--- src/rtl/pipe_adder_hs_pkg.sv ---
// Shared definitions for the pipelined handshake adder: chunk width helper,
// add/subtract mode encodings and the per-stage control record.
package pipe_adder_pkg;

    // Encoding of the FLAG input
    localparam logic MODE_ADD = 1'b0;
    localparam logic MODE_SUB = 1'b1;

    // Control bits that travel alongside the operands in every stage
    typedef struct packed {
        logic valid;
        logic carry;
        logic flag;
    } stage_ctrl_t;

    // Width of one carry chunk; WIDTH must be a multiple of STAGES
    function automatic int chunk_w(input int width, input int stages);
        return width / stages;
    endfunction

endpackage

--- src/rtl/pipe_adder_hs_add_chunk.sv ---
// Combinational CHUNK-bit adder slice. It reports the carry out of the slice
// and the carry into its top bit, so the top slice can derive signed overflow.
module add_chunk #(
    parameter int CHUNK = 8
) (
    input  logic [CHUNK-1:0] i_a,
    input  logic [CHUNK-1:0] i_b,
    input  logic             i_cin,
    output logic [CHUNK-1:0] o_sum,
    output logic             o_cout,
    output logic             o_cmsb
);

    logic [CHUNK:0] w_full;

    assign w_full = {1'b0, i_a} + {1'b0, i_b} + {{CHUNK{1'b0}}, i_cin};
    assign o_sum  = w_full[CHUNK-1:0];
    assign o_cout = w_full[CHUNK];
    // The top sum bit is a ^ b ^ carry-in, so the carry into it can be recovered
    assign o_cmsb = i_a[CHUNK-1] ^ i_b[CHUNK-1] ^ o_sum[CHUNK-1];

endmodule

--- src/rtl/pipe_adder_hs.sv ---
// Pipelined WIDTH-bit add/subtract with a valid/ready handshake.
// Stage 0 registers the operands (B already inverted for subtract); stage k
// adds chunk k-1 using the carry left by stage k-1, while the upper operand
// chunks and the finished lower sum chunks ride along. Empty stages always
// advance, so bubbles collapse, and the ready chain gives full back-pressure.
// Optional build macro: PIPE_ADDER_SAT_EN enables signed saturation of S_out.
module pipe_adder_hs
    import pipe_adder_pkg::*;
#(
    parameter int WIDTH  = 32,
    parameter int STAGES = 4
) (
    input  logic             CLK,
    input  logic             RST_N,
    input  logic             in_valid,
    output logic             in_ready,
    input  logic [WIDTH-1:0] A,
    input  logic [WIDTH-1:0] B,
    input  logic             C_in,
    input  logic             FLAG,
    output logic             out_valid,
    input  logic             out_ready,
    output logic [WIDTH-1:0] S_out,
    output logic             C_out,
    output logic             OVF
);

    localparam int CHUNK = chunk_w(WIDTH, STAGES);

    stage_ctrl_t      r_ctrl [0:STAGES];
    logic [WIDTH-1:0] r_a    [0:STAGES-1];
    logic [WIDTH-1:0] r_b    [0:STAGES-1];
    logic [WIDTH-1:0] r_sum  [0:STAGES];
    logic             r_ovf;
    logic             r_readyEn;

    logic [STAGES:0]  w_adv;
    logic             w_inReady;
    logic [WIDTH-1:0] w_bEff;
    logic [CHUNK-1:0] w_chunkSum  [0:STAGES-1];
    logic             w_chunkCout [0:STAGES-1];
    logic             w_chunkCmsb [0:STAGES-1];
    logic [WIDTH-1:0] w_finalSum;
    logic             w_ovf;

    // One adder slice per stage, each working on its own chunk of the operands
    for (genvar k = 0; k < STAGES; k++) begin : g_chunk
        add_chunk #(.CHUNK(CHUNK)) u_addChunk (
            .i_a    (r_a[k][k*CHUNK +: CHUNK]),
            .i_b    (r_b[k][k*CHUNK +: CHUNK]),
            .i_cin  (r_ctrl[k].carry),
            .o_sum  (w_chunkSum[k]),
            .o_cout (w_chunkCout[k]),
            .o_cmsb (w_chunkCmsb[k])
        );
    end

    // Select the effective B operand from the mode input
    always_comb begin
        w_bEff = B;
        case (FLAG)
            MODE_ADD: w_bEff = B;
            MODE_SUB: w_bEff = ~B;
            default:  w_bEff = B;
        endcase
    end

    // Ready chain from the output back to the input: a stage moves if it is empty or its successor moves
    always_comb begin
        logic [STAGES:0] adv;
        adv         = '0;
        adv[STAGES] = out_ready || !r_ctrl[STAGES].valid;
        for (int k = STAGES - 1; k >= 0; k--) begin
            adv[k] = !r_ctrl[k].valid || adv[k+1];
        end
        w_adv = adv;
    end

    assign w_inReady = w_adv[0] && r_readyEn;
    assign in_ready  = w_inReady;

    // Assemble the final result, overflow flag and (optionally) the saturated value
    always_comb begin
        w_finalSum                    = r_sum[STAGES-1];
        w_finalSum[WIDTH-1 -: CHUNK]  = w_chunkSum[STAGES-1];
        w_ovf                         = w_chunkCout[STAGES-1] ^ w_chunkCmsb[STAGES-1];
`ifdef PIPE_ADDER_SAT_EN
        if (w_ovf) begin
            w_finalSum = r_a[STAGES-1][WIDTH-1] ? {1'b1, {(WIDTH-1){1'b0}}}
                                                : {1'b0, {(WIDTH-1){1'b1}}};
        end
`endif
    end

    // Pipeline registers: each stage loads from its predecessor whenever the ready chain lets it advance
    always_ff @(posedge CLK or negedge RST_N) begin
        if (!RST_N) begin
            r_readyEn <= 1'b0;
            r_ovf     <= 1'b0;
            for (int k = 0; k <= STAGES; k++) begin
                r_ctrl[k] <= '0;
                r_sum[k]  <= '0;
            end
            for (int k = 0; k < STAGES; k++) begin
                r_a[k] <= '0;
                r_b[k] <= '0;
            end
        end else begin
            r_readyEn <= 1'b1;

            if (w_adv[0]) begin
                r_ctrl[0].valid <= in_valid && w_inReady;
                if (in_valid && w_inReady) begin
                    r_a[0]          <= A;
                    r_b[0]          <= w_bEff;
                    r_ctrl[0].carry <= C_in;
                    r_ctrl[0].flag  <= FLAG;
                end
            end

            for (int k = 1; k < STAGES; k++) begin
                if (w_adv[k]) begin
                    r_ctrl[k].valid <= r_ctrl[k-1].valid;
                    if (r_ctrl[k-1].valid) begin
                        r_a[k]                         <= r_a[k-1];
                        r_b[k]                         <= r_b[k-1];
                        r_ctrl[k].carry                <= w_chunkCout[k-1];
                        r_ctrl[k].flag                 <= r_ctrl[k-1].flag;
                        r_sum[k]                       <= r_sum[k-1];
                        r_sum[k][(k-1)*CHUNK +: CHUNK] <= w_chunkSum[k-1];
                    end
                end
            end

            if (w_adv[STAGES]) begin
                r_ctrl[STAGES].valid <= r_ctrl[STAGES-1].valid;
                if (r_ctrl[STAGES-1].valid) begin
                    r_ctrl[STAGES].carry <= w_chunkCout[STAGES-1];
                    r_ctrl[STAGES].flag  <= r_ctrl[STAGES-1].flag;
                    r_sum[STAGES]        <= w_finalSum;
                    r_ovf                <= w_ovf;
                end
            end
        end
    end

    assign out_valid = r_ctrl[STAGES].valid;
    assign S_out     = r_sum[STAGES];
    assign C_out     = r_ctrl[STAGES].carry;
    assign OVF       = r_ovf;

endmodule
--- config.mk ---
export PLATFORM = sky130hd
export DESIGN_NAME = pipe_adder_hs
export DESIGN_NICKNAME = d
export VERILOG_FILES = /design/src/rtl/pipe_adder_hs_pkg.sv /design/src/rtl/pipe_adder_hs_add_chunk.sv /design/src/rtl/pipe_adder_hs.sv
export SDC_FILE = /design/constraint.sdc
export NUM_CORES = 1
export LEC_CHECK = 0
export BUFFER_PORTS_ARGS = -buffer_cell sky130_fd_sc_hd__buf_2
export CORE_ASPECT_RATIO = 1.5
export CORE_MARGIN = 1.5
export CORE_UTILIZATION = 50
export CTS_BUF_LIST = sky130_fd_sc_hd__clkbuf_8
export DETAILED_ROUTE_END_ITERATION = 6
export GPL_TIMING_DRIVEN = 0
export PLACE_DENSITY = 0.69
export SETUP_SLACK_MARGIN = 0.02
export SLEW_MARGIN = 15
export SYNTH_ARGS = -nofsm -noshare
export SYNTH_HDL_FRONTEND = slang
export SYNTH_SLANG_ARGS = --single-unit
--- constraint.sdc ---
create_clock -name CLK -period 2.8 [get_ports CLK]
set_input_delay 0.14 -clock CLK [delete_from_list [all_inputs] [get_ports CLK]]
set_output_delay 0.14 -clock CLK [all_outputs]
set_load 0.02 [all_outputs]
==> summary.txt, run 1 <==
Global route
  – Initial antenna violation count: 0
  – Vias in the first global route: 7168
  – Global-route wire length before repair: 35500 um
  – GR Util All Layers: 19.5%
  – Pin count of the biggest net entering global routing: 99
  – Gr ovfl total: 0

Power and ir drop
  – Maximum VDD drop: 0.000425 V
  – Leak pwr: 0.00631 uW
  – PD cells: 918 nW/um2

Synthesis
  – Post-Syn Area: 11100 um2
  – Synth Register Bits: 252
  – Synth top area cells: dfrtp_1 (57%), mux2_2 (18%), ha_1 (3.2%)
  – Most used DFF post-synth: dfrtp_1
  – Mapped Nets: 944
  – Top cell type's share of synthesized area: 56.8%
  – Synth cell types: 45
  – Post-synthesis sequential area ratio: 56.8%
  – Yosys Warn Count: 24
  – Syn_area_per_cell: 13.2 um2
  – Mapped Cells: 838
  – Number of flops mapped to enable cells by yosys: 0
  – Post-synth top area cell: dfrtp_1
  – FFs w/ async S/R, synth: 100%

Placed design
  – Port bufs: 104
  – DPL Wire Length: 14900 um
  – GPL Wtd Cong: 0.831

Clocking
  – Setup bufs post-CTS: 0
  – Clk_lat worst skew: 0.53 ns
  – Longest Clk Path Bufs: 3
  – Clk Tree Root Cell: clkbuf_8
  – Post-CTS sizing: 0
  – Clock Sinks: 252
  – H-tree Lvls: 2
  – CTS tree: done
  – CTS clk-pin slew, worst paths: 0.06 ns
  – CTS Buf Count: 38

Critical path
  – Crit end category: register
  – Data required time at the worst endpoint: 3.21 ns
  – CP arrival: 2.92 ns
  – Critical path type: reg2reg
  – Setup crit start kind: register
  – Crit Path Max Fanout: 3

Outcome
  – Status: completed

Final layout
  – Area Overhead vs Synth: 21.4%
  – Layout cell share with drive strength beyond 1: 37.8%
  – Most common cell after layout, fill and taps aside: dfrtp_1
  – Final Net Count: 1157
  – Antenna Cells: 0
  – Most frequent cells in the layout: dfrtp_1 (252), mux2_2 (180), buf_2 (122)

Floorplan
  – Core Footprint: 21700 um2
  – Die H: 185 um
  – Die W: 125 um
  – Top Ports: 106
  – Starting Density: 51.1%
  – Row count: 66
  – Die area: 23100 um2

Routing
  – Via density: 5.12
  – Post-Route WL: 21700 um
  – ANT nets after route: 0
  – DRC: 0
  – Via count: 6902
  – WL/cell: 16.1 um
  – DR iter-0 viols: 271
  – DRT Pass-1 Iters: 4

Timing
  – RSZ-0062 raised after global routing: no
  – Layout Skew: 0.0129 ns
  – Final hold slack: 0.0692 ns
  – Worst slew margin: 65.1%
  – Worst-Margin Slew: 0.523 ns
  – Min Tclk post-route: 2.51 ns
  – Slew Limit Fails: 0
  – Setup-failing EPs final: 0
  – Setup TNS: 0 ns
  – Fmax: 398 MHz
  – Final period utilization: 89.7%
  – Hold Vio Cnt, Final: 0

Run
  – Max cap viols: 0

Worst hold path
  – Min-delay worst type: in2reg
## final timing paths
path / startpoint / end / slack, ns / cells after the start
max: r_ctrl[13] / r_ctrl[10] / 0.29 / 7
max reg2reg: r_ctrl[13] / r_ctrl[10] / 0.29 / 7
min in group asynchronous: RST_N / S_out[6] / 0.14 / 2
min: FLAG / r_b[105] / 0.07 / 3
max in group asynchronous: RST_N / r_a[78] / 1.79 / 3
min reg2reg: C_out / C_out / 0.47 / 2
## logic make-up (layout without fill, tap and decap cells)
family                   count (synthesis)  count (layout)  share of synthesized area, %
AO/OA/AOI/OAI                          119             119                          6.35
XOR/XNOR                                51              51                          4.03
adder cells (fa/ha/maj)                 36              36                          4.60
buffers and inverters                   79             317                          4.54
flip-flops                             252             252                          56.8
multiplexers                           184             184                          18.7
other                                    1               1                        0.0338
AND/OR/NAND/NOR                        116             116                          4.93
## layout make-up
class                           instances  area [um2]
Tap cell                              272         340
Sequential cell                       252        6310
Fill cell                            1746        8250
Clock buffer                           50         688
Timing Repair Buffer                  173        1260
Clock inverter                         15        88.8
Inverter                               12        45.0
Multi-Input combinational cell        507        4280
Buffer                                 67         459
## report_power, final
part	switching [uW]	internal, uW	leakage [uW]
Sequential	662	4810	0.00307
Combinational	1800	2060	0.00280
Clock	1360	1680	0.000440
## worst max-delay path, stage by stage (launching register included)
cell       delay [ns]
dfrtp_1          0.40
fa_1             0.48
fa_1             0.47
a211oi_1         0.26
o21bai_1         0.11
a21o_1           0.22
a2111oi_2        0.35
nor3_1           0.09
## Yosys cell counts, drive strengths merged, types with 3 or more instances
cell    number
o31ai        8
nand2       75
ha          28
nand4        3
a21o         5
o211ai       5
a21oi       19
nand3        3
clkbuf       5
nor3         7
nor2b        4
nand2b       7
buf         62
nor2         6
a211oi       7
xnor2       39
and3         3
xor2        12
dfrtp      252
o21ai       67
fa           8
inv         12
o21bai       3
mux2       184
## state kept, by name, summed over array words and instances (netlist names)
| register | flops |
|---|---|
| r_b | 80 |
| out_valid | 1 |
| r_ctrl | 8 |
| OVF | 1 |
| S_out | 32 |
| r_readyEn | 1 |
| C_out | 1 |
| r_sum | 48 |
| r_a | 80 |
## repair_timing
item                                   in CTS  in global routing
endpoints found under the hold margin     133                  0
setup endpoints to repair                   0                  0
hold buffers                               67                  0
## stage by stage
step                      std cells  area, um2  worst slack (ns)  power [uW]  utilization, %
after floorplan                 838      11100             0.486        8310               -
final                          1348      13500             0.289       12400            62.0
after detailed placement       1216      12000             0.298        9350            55.3
after CTS                      1348      13500             0.264       12500            62.0
after global routing           1348      13500             0.160       13200            62.0
after global placement         1214      12000             -2.84        9190            55.0
## per-layer routing
| layer | part of all wire, % | routed length [um] | track usage, % |
|---|---|---|---|
| met1 | 41 | 8890 | 23.0 |
| met2 | 53 | 11400 | 35.6 |
| met3 | 3.4 | 732 | 3.29 |
| met4 | 3.0 | 644 | 7.40 |
| met5 | 0 | 0 | 0 |
No activity file was read; power rests on OpenSTA's default activity.
==> run 2, diff against run 1 <==
- RECOVER_POWER: not set -> 25
==> run 2 against run 1 <==
Net effect: the run now ends with capacitance limit, slew limit left; global-route usage is the same; clock power about the same; total power shrank 0.11%; cell count stayed put; routed wire length hardly changed; clock-buffer cell count unchanged; register-to-register slack about the same; sequential cell count unchanged; critical path depth is the same; non-clock buffer count is the same; via count down 0.30%; design area is 0.32% lower; critical endpoint unchanged; largest cell class unchanged; largest power group unchanged.
==> summary.txt, run 2 (same netlist as run 1, synthesis figures left out) <==
Outcome
  – Status: finished, violations left
  – Failing checks: capacitance limit, slew limit

Critical path
  – Setup crit start kind: register
  – Crit Path Max Fanout: 3 (unchanged)
  – Cell repeated most along the worst path: fa_1
  – CP arrival: 2.92 ns (about the same)
  – Worst path top cell family by delay: adder cells
  – Peak per-stage delay on the critical path: 0.48 ns (about the same)
  – CP Cell Sequence: fa_1 -> fa_1 -> a211oi_1 -> o21bai_1 -> a21o_1 -> a2111oi_2 -> nor3_1
  – Critical path type: reg2reg
  – Buffers plus inverters on the worst setup path: 0 (unchanged)
  – Slowest CP cell: fa_1
  – Data required time at the worst endpoint: 3.20 ns (about the same)
  – Crit end category: register

Clocking
  – Post-CTS sizing: 0 (unchanged)
  – Clk Tree Root Cell: clkbuf_8
  – Clk_lat worst skew: 0.52 ns (about the same)
  – Longest Clk Path Bufs: 3 (unchanged)
  – CTS clk-pin slew, worst paths: 0.06 ns (about the same)
  – CTS Buf Count: 38 (unchanged)
  – Clock Sinks: 252 (unchanged)
  – H-tree Lvls: 2 (unchanged)
  – CTS tree: done

Final layout
  – Final Net Count: 1157 (unchanged)
  – Most frequent cells in the layout: dfrtp_1 (252), mux2_2 (180), buf_2 (122)
  – Layout cell share with drive strength beyond 1: 37.8% (unchanged)
  – Antenna Cells: 0 (unchanged)
  – Area Overhead vs Synth: 21.0%
  – Layout fillers: 1747 (+0.057%)
  – Final Instance Area: 13400 um2 (-0.32%)
  – Most common cell after layout, fill and taps aside: dfrtp_1
  – Reg area: 6310 um2 (unchanged)
  – Cell Count, Final, Fillers Out: 1348 (unchanged)
  – Top Registers: r_a: 80 flops, r_b: 80 flops, r_sum: 48 flops
  – Multi-input gate area: 4280 um2 (unchanged)

Routing
  – ANT nets after route: 0 (unchanged)
  – DR iter-0 viols: 243 (-10%)
  – Via count: 6881 (-0.30%)
  – Via density: 5.10 (-0.30%)
  – WL/cell: 16.1 um (about the same)
  – DRT Pass-1 Iters: 4 (unchanged)
  – DRC: 0 (unchanged)
  – Post-Route WL: 21700 um (about the same)

Timing
  – Worst-Margin Slew: 1.64 ns (+1.11 ns)
  – Hold Vio Cnt, Final: 0 (unchanged)
  – Fmax: 397 MHz (-0.24%)
  – Final hold slack: 0.0662 ns (-0.00294 ns)
  – Setup ws final: 0.283 ns (-0.00604 ns)
  – Layout Skew: 0.0122 ns (-0.000662 ns)
  – Final period utilization: 89.9% (+0.22 points)
  – Setup-failing EPs final: 0 (unchanged)
  – RSZ-0062 raised after global routing: no
  – Min Tclk post-route: 2.52 ns (+0.00604 ns)
  – Slew Limit Fails: 68 (+68)
  – Worst slew margin: -9.04% (-74 points)

Floorplan
  – Row count: 66 (unchanged)
  – Top Ports: 106 (unchanged)
  – Die area: 23100 um2 (unchanged)
  – Core Footprint: 21700 um2 (unchanged)
  – Starting Density: 51.1% (unchanged)
  – Die W: 125 um (unchanged)
  – Die H: 185 um (unchanged)

Run
  – Max cap viols: 1 (+1)

Global route
  – GR Util All Layers: 19.5% (unchanged)
  – Pin count of the biggest net entering global routing: 99 (unchanged)
  – Global-route wire length before repair: 35500 um (unchanged)
  – Vias in the first global route: 7168 (unchanged)
  – Initial antenna violation count: 0 (unchanged)
  – Gr ovfl total: 0 (unchanged)

Placed design
  – DPL Wire Length: 14900 um (unchanged)
  – Pre-CTS setup slack: 0.298 ns (unchanged)
  – Post-DP Area: 12000 um2 (unchanged)
  – Placed instance count: 1216 (unchanged)
  – Port bufs: 104 (unchanged)
  – GPL Wtd Cong: 0.831 (unchanged)

Power and ir drop
  – Leak pwr: 0.00629 uW (-0.26%)
  – PD cells: 920 nW/um2 (+0.21%)
  – Maximum VDD drop: 0.000422 V (-0.86%)

Worst hold path
  – Min-delay worst type: in2reg
[run 2: worst register-to-register path: cells and delay by family (launching register included)]
family,cells,cell delay (ns)
AO/OA/AOI/OAI,4,0.95
flip-flops,1,0.40
AND/OR/NAND/NOR,1,0.09
adder cells (fa/ha/maj),2,0.95
[run 2: layer usage]
layer,global-route usage (%),share of wire [%],vias to the layer above
met4,7.40,2.9,0
li1,-,-,3331
met3,3.29,3.3,45
met5,0,0,-
met1,23.0,41,3375
met2,35.6,53,130
[run 2: timing repair]
item,in CTS,in global routing
setup buffers,0,0
endpoints found under the hold margin,133,0
hold buffers,67,0
[run 2: through the flow]
stage	util (%)	total power (uW)	TNS, ns
after floorplan	-	8310	0
after global placement	55.0	9190	-707.39
after detailed placement	55.3	9350	0
after CTS	62.0	12500	0
after global routing	61.8	13200	0
final	61.8	12400	0
[run 2: path summary, 6_finish.rpt]
kind	startpoint	end	slack (ns)	depth (start not counted)
worst max-delay path	r_ctrl[13]	r_ctrl[10]	0.28	7
worst min-delay path	FLAG	r_b[105]	0.07	3
worst max register to register	r_ctrl[13]	r_ctrl[10]	0.28	7
worst min register to register	C_out	C_out	0.47	2
max in group asynchronous	RST_N	r_a[78]	0.62	3
min in group asynchronous	RST_N	r_sum[37]	0.57	2
[run 2: cell type report]
cell class	count	share of cell area (%)
Multi-Input combinational cell	507	31.9
Clock inverter	15	0.662
Buffer	67	3.42
Timing Repair Buffer	173	9.04
Sequential cell	252	47.0
Inverter	12	0.336
Tap cell	272	2.53
Clock buffer	50	5.13
[run 2: report_power, final]
part           switching (uW)  internal (uW)  total [uW]
Sequential                662           4810        5470
Clock                    1360           1680        3040
Combinational            1800           2050        3850
==> run 3, diff against run 2 <==
==> constraint.sdc (replaced) <==
create_clock -name CLK -period 3.13 [get_ports CLK]
set_input_delay 0.1565 -clock CLK [delete_from_list [all_inputs] [get_ports CLK]]
set_output_delay 0.1565 -clock CLK [all_outputs]
set_load 0.01 [all_outputs]
==> run 3 against run 2 <==
Net effect: the run still ends with capacitance limit, slew limit left; sequential power is 11% lower; critical path depth did not move; sequential cell count unchanged; routed wire length barely moved; setup slack better by 0.33 ns; clock skew about the same; sequential share of layout area shrank 0.11 points; first-iteration DRC count down 2.9%; combinational power down 15%; total power shrank 12%.
==> summary.txt, run 3 (same netlist as run 1, synthesis figures left out) <==
Timing
  – Setup-failing EPs final: 0 (unchanged)
  – Worst-Margin Slew: 1.73 ns (+0.0986 ns)
  – Hold Vio Cnt, Final: 0 (unchanged)
  – Min Tclk post-route: 2.52 ns (+0.000240 ns)
  – RSZ-0062 raised after global routing: no
  – Layout Skew: 0.0122 ns (-0.00000670 ns)
  – Fmax: 397 MHz (about the same)
  – Setup TNS: 0 ns (unchanged)
  – Slew Limit Fails: 66 (-2.9%)
  – Final period utilization: 80.4% (-9.5 points)
  – Worst slew margin: -15.6% (-6.6 points)
  – Final hold slack: 0.0830 ns (+0.0168 ns)

Outcome
  – Failing checks: capacitance limit, slew limit
  – Status: finished, violations left

Routing
  – DR iter-0 viols: 236 (-2.9%)
  – DRT Pass-1 Iters: 4 (unchanged)
  – Via count: 6881 (unchanged)
  – ANT nets after route: 0 (unchanged)
  – DRC: 0 (unchanged)
  – WL/cell: 16.1 um (about the same)
  – Post-Route WL: 21700 um (about the same)
  – Via density: 5.10 (unchanged)

Placed design
  – DPL Wire Length: 14900 um (unchanged)
  – Port bufs: 104 (unchanged)
  – Post-DP Area: 12000 um2 (unchanged)
  – Placed instance count: 1216 (unchanged)
  – GPL Wtd Cong: 0.831 (unchanged)

Critical path
  – Worst reg2reg setup slack: 0.61 ns (+0.33 ns)
  – Cell repeated most along the worst path: fa_1
  – CP arrival: 2.92 ns (about the same)
  – Critical path type: reg2reg
  – R2R cell count: 7 (unchanged)
  – Slowest CP cell: fa_1
  – Crit end category: register
  – Peak per-stage delay on the critical path: 0.48 ns (about the same)
  – CP Cell Sequence: fa_1 -> fa_1 -> a211oi_1 -> o21bai_1 -> a21o_1 -> a2111oi_2 -> nor3_1
  – Setup crit start kind: register
  – Data required time at the worst endpoint: 3.53 ns (+0.33 ns)
  – Crit Path Max Fanout: 3 (unchanged)

Clocking
  – Clock Sinks: 252 (unchanged)
  – H-tree Lvls: 2 (unchanged)
  – CTS tree: done
  – Clk Tree Root Cell: clkbuf_8
  – Post-CTS sizing: 0 (unchanged)
  – Longest Clk Path Bufs: 3 (unchanged)
  – CTS clk-pin slew, worst paths: 0.06 ns (about the same)
  – Setup bufs post-CTS: 0 (unchanged)
  – CTS Buf Count: 38 (unchanged)
  – Clk_lat worst skew: 0.52 ns (about the same)

Floorplan
  – Die area: 23100 um2 (unchanged)
  – Die H: 185 um (unchanged)
  – Row count: 66 (unchanged)
  – Starting Density: 51.1% (unchanged)
  – Top Ports: 106 (unchanged)
  – Die W: 125 um (unchanged)
  – Core Footprint: 21700 um2 (unchanged)

Global route
  – Initial antenna violation count: 0 (unchanged)
  – Met2 usage: 35.6% (unchanged)
  – Met3 GRT Util: 3.29% (unchanged)
  – Grt peak-use layer: met2
  – Pin count of the biggest net entering global routing: 99 (unchanged)
  – GR Util All Layers: 19.5% (unchanged)
  – Vias in the first global route: 7168 (unchanged)
  – M1 GR Usage: 23.0% (unchanged)
  – Global-route wire length before repair: 35500 um (unchanged)
  – Gr ovfl total: 0 (unchanged)

Power and ir drop
  – Leak pwr: 0.00630 uW (+0.21%)
  – Clock power share: 24.9% (+0.3 points)
  – Cell internal pwr: 7640 uW (-11%)
  – Logic pwr share: 30.1% (-1.0 points)
  – Maximum VDD drop: 0.000377 V (-11%)
  – Sequential share of power: 44.9% (+0.6 points)
  – Sw Ratio: 29.8% (-1.0 points)
  – Sw Pwr: 3250 uW (-15%)
  – PD cells: 809 nW/um2 (-12%)

Final layout
  – Util after Layout: 62.0% (+0.15 points)
  – Cell Count, Final, Fillers Out: 1348 (unchanged)
  – Most common cell after layout, fill and taps aside: dfrtp_1
  – Final Instance Area: 13500 um2 (+0.24%)
  – Top Registers: r_a: 80 flops, r_b: 80 flops, r_sum: 48 flops
  – Antenna Cells: 0 (unchanged)
  – Layout cell share with drive strength beyond 1: 37.8% (unchanged)
  – Layout fillers: 1747 (unchanged)
  – Area Overhead vs Synth: 21.3%
  – Most frequent cells in the layout: dfrtp_1 (252), mux2_2 (180), buf_2 (122)
  – Final Net Count: 1157 (unchanged)

Worst hold path
  – Hold path depth: 3 (unchanged)
  – Min-delay worst type: in2reg

Run
  – Max cap viols: 1 (unchanged)
[run 3: cell count changes in the layout (fill, tap and decap cells not counted)]
cell	before	now
buf_16	0	2
buf_6	8	6
[run 3: path summary, 6_finish.rpt]
| kind | endpoint | start |
|---|---|---|
| hold reg to reg | C_out | C_out |
| setup / recovery | r_ctrl[10] | r_ctrl[13] |
| setup reg to reg | r_ctrl[10] | r_ctrl[13] |
| hold / removal | r_b[105] | FLAG |
| max in group asynchronous | r_a[78] | RST_N |
| min in group asynchronous | r_sum[37] | RST_N |
[run 3: timing repair]
action                                 4_1_cts  5_1_grt
setup endpoints to repair                    0        0
hold buffers                                67        0
endpoints found under the hold margin      133        0
[run 3: final cells by class]
| class | count | area (um2) | area share [%] |
|---|---|---|---|
| flip-flops and latches | 252 | 6310 | 46.9 |
| multi-input cells | 507 | 4280 | 31.8 |
| repair buffers | 173 | 1250 | 9.26 |
| clock buffers | 50 | 688 | 5.11 |
| plain buffers | 67 | 459 | 3.41 |
| well taps | 272 | 340 | 2.53 |
| clock inverters | 15 | 88.8 | 0.660 |
| inverters | 12 | 45.0 | 0.335 |
[run 3: stage by stage]
stage | setup slack (ns) | power [uW]
global route | 0.490 | 11600
CTS | 0.594 | 11000
detailed placement | 0.628 | 8200
global placement | -2.53 | 8060
finish | 0.613 | 10900
floorplan | 0.816 | 7260
[run 3: power by group through the flow]
| stage | registers (uW) | logic (uW) | clock network [uW] |
|---|---|---|---|
| 6_report | 4890 | 3280 | 2720 |
| 5_1_grt | 5040 | 3670 | 2940 |
| 4_1_cts | 4910 | 3320 | 2790 |
| 3_5_place_dp | 4970 | 3240 | 0 |
| 3_3_place_gp | 4920 | 3130 | 0 |
| 2_1_floorplan | 4740 | 2530 | 0 |
[run 3: layer usage]
layer | wire length [um] | part of all wire (%) | vias up
met5 | 0 | 0 | -
met4 | 630 | 2.9 | 0
met3 | 708 | 3.3 | 45
met2 | 11500 | 53 | 130
met1 | 8850 | 41 | 3374
li1 | - | - | 3332
[run 3: worst max-delay path, delay by kind of cell, from the launching register on]
kind            cells  cell delay (ns)
compound gates      4             0.95
flops               1             0.40
simple gates        1             0.09
fa+ha+maj           2             0.95
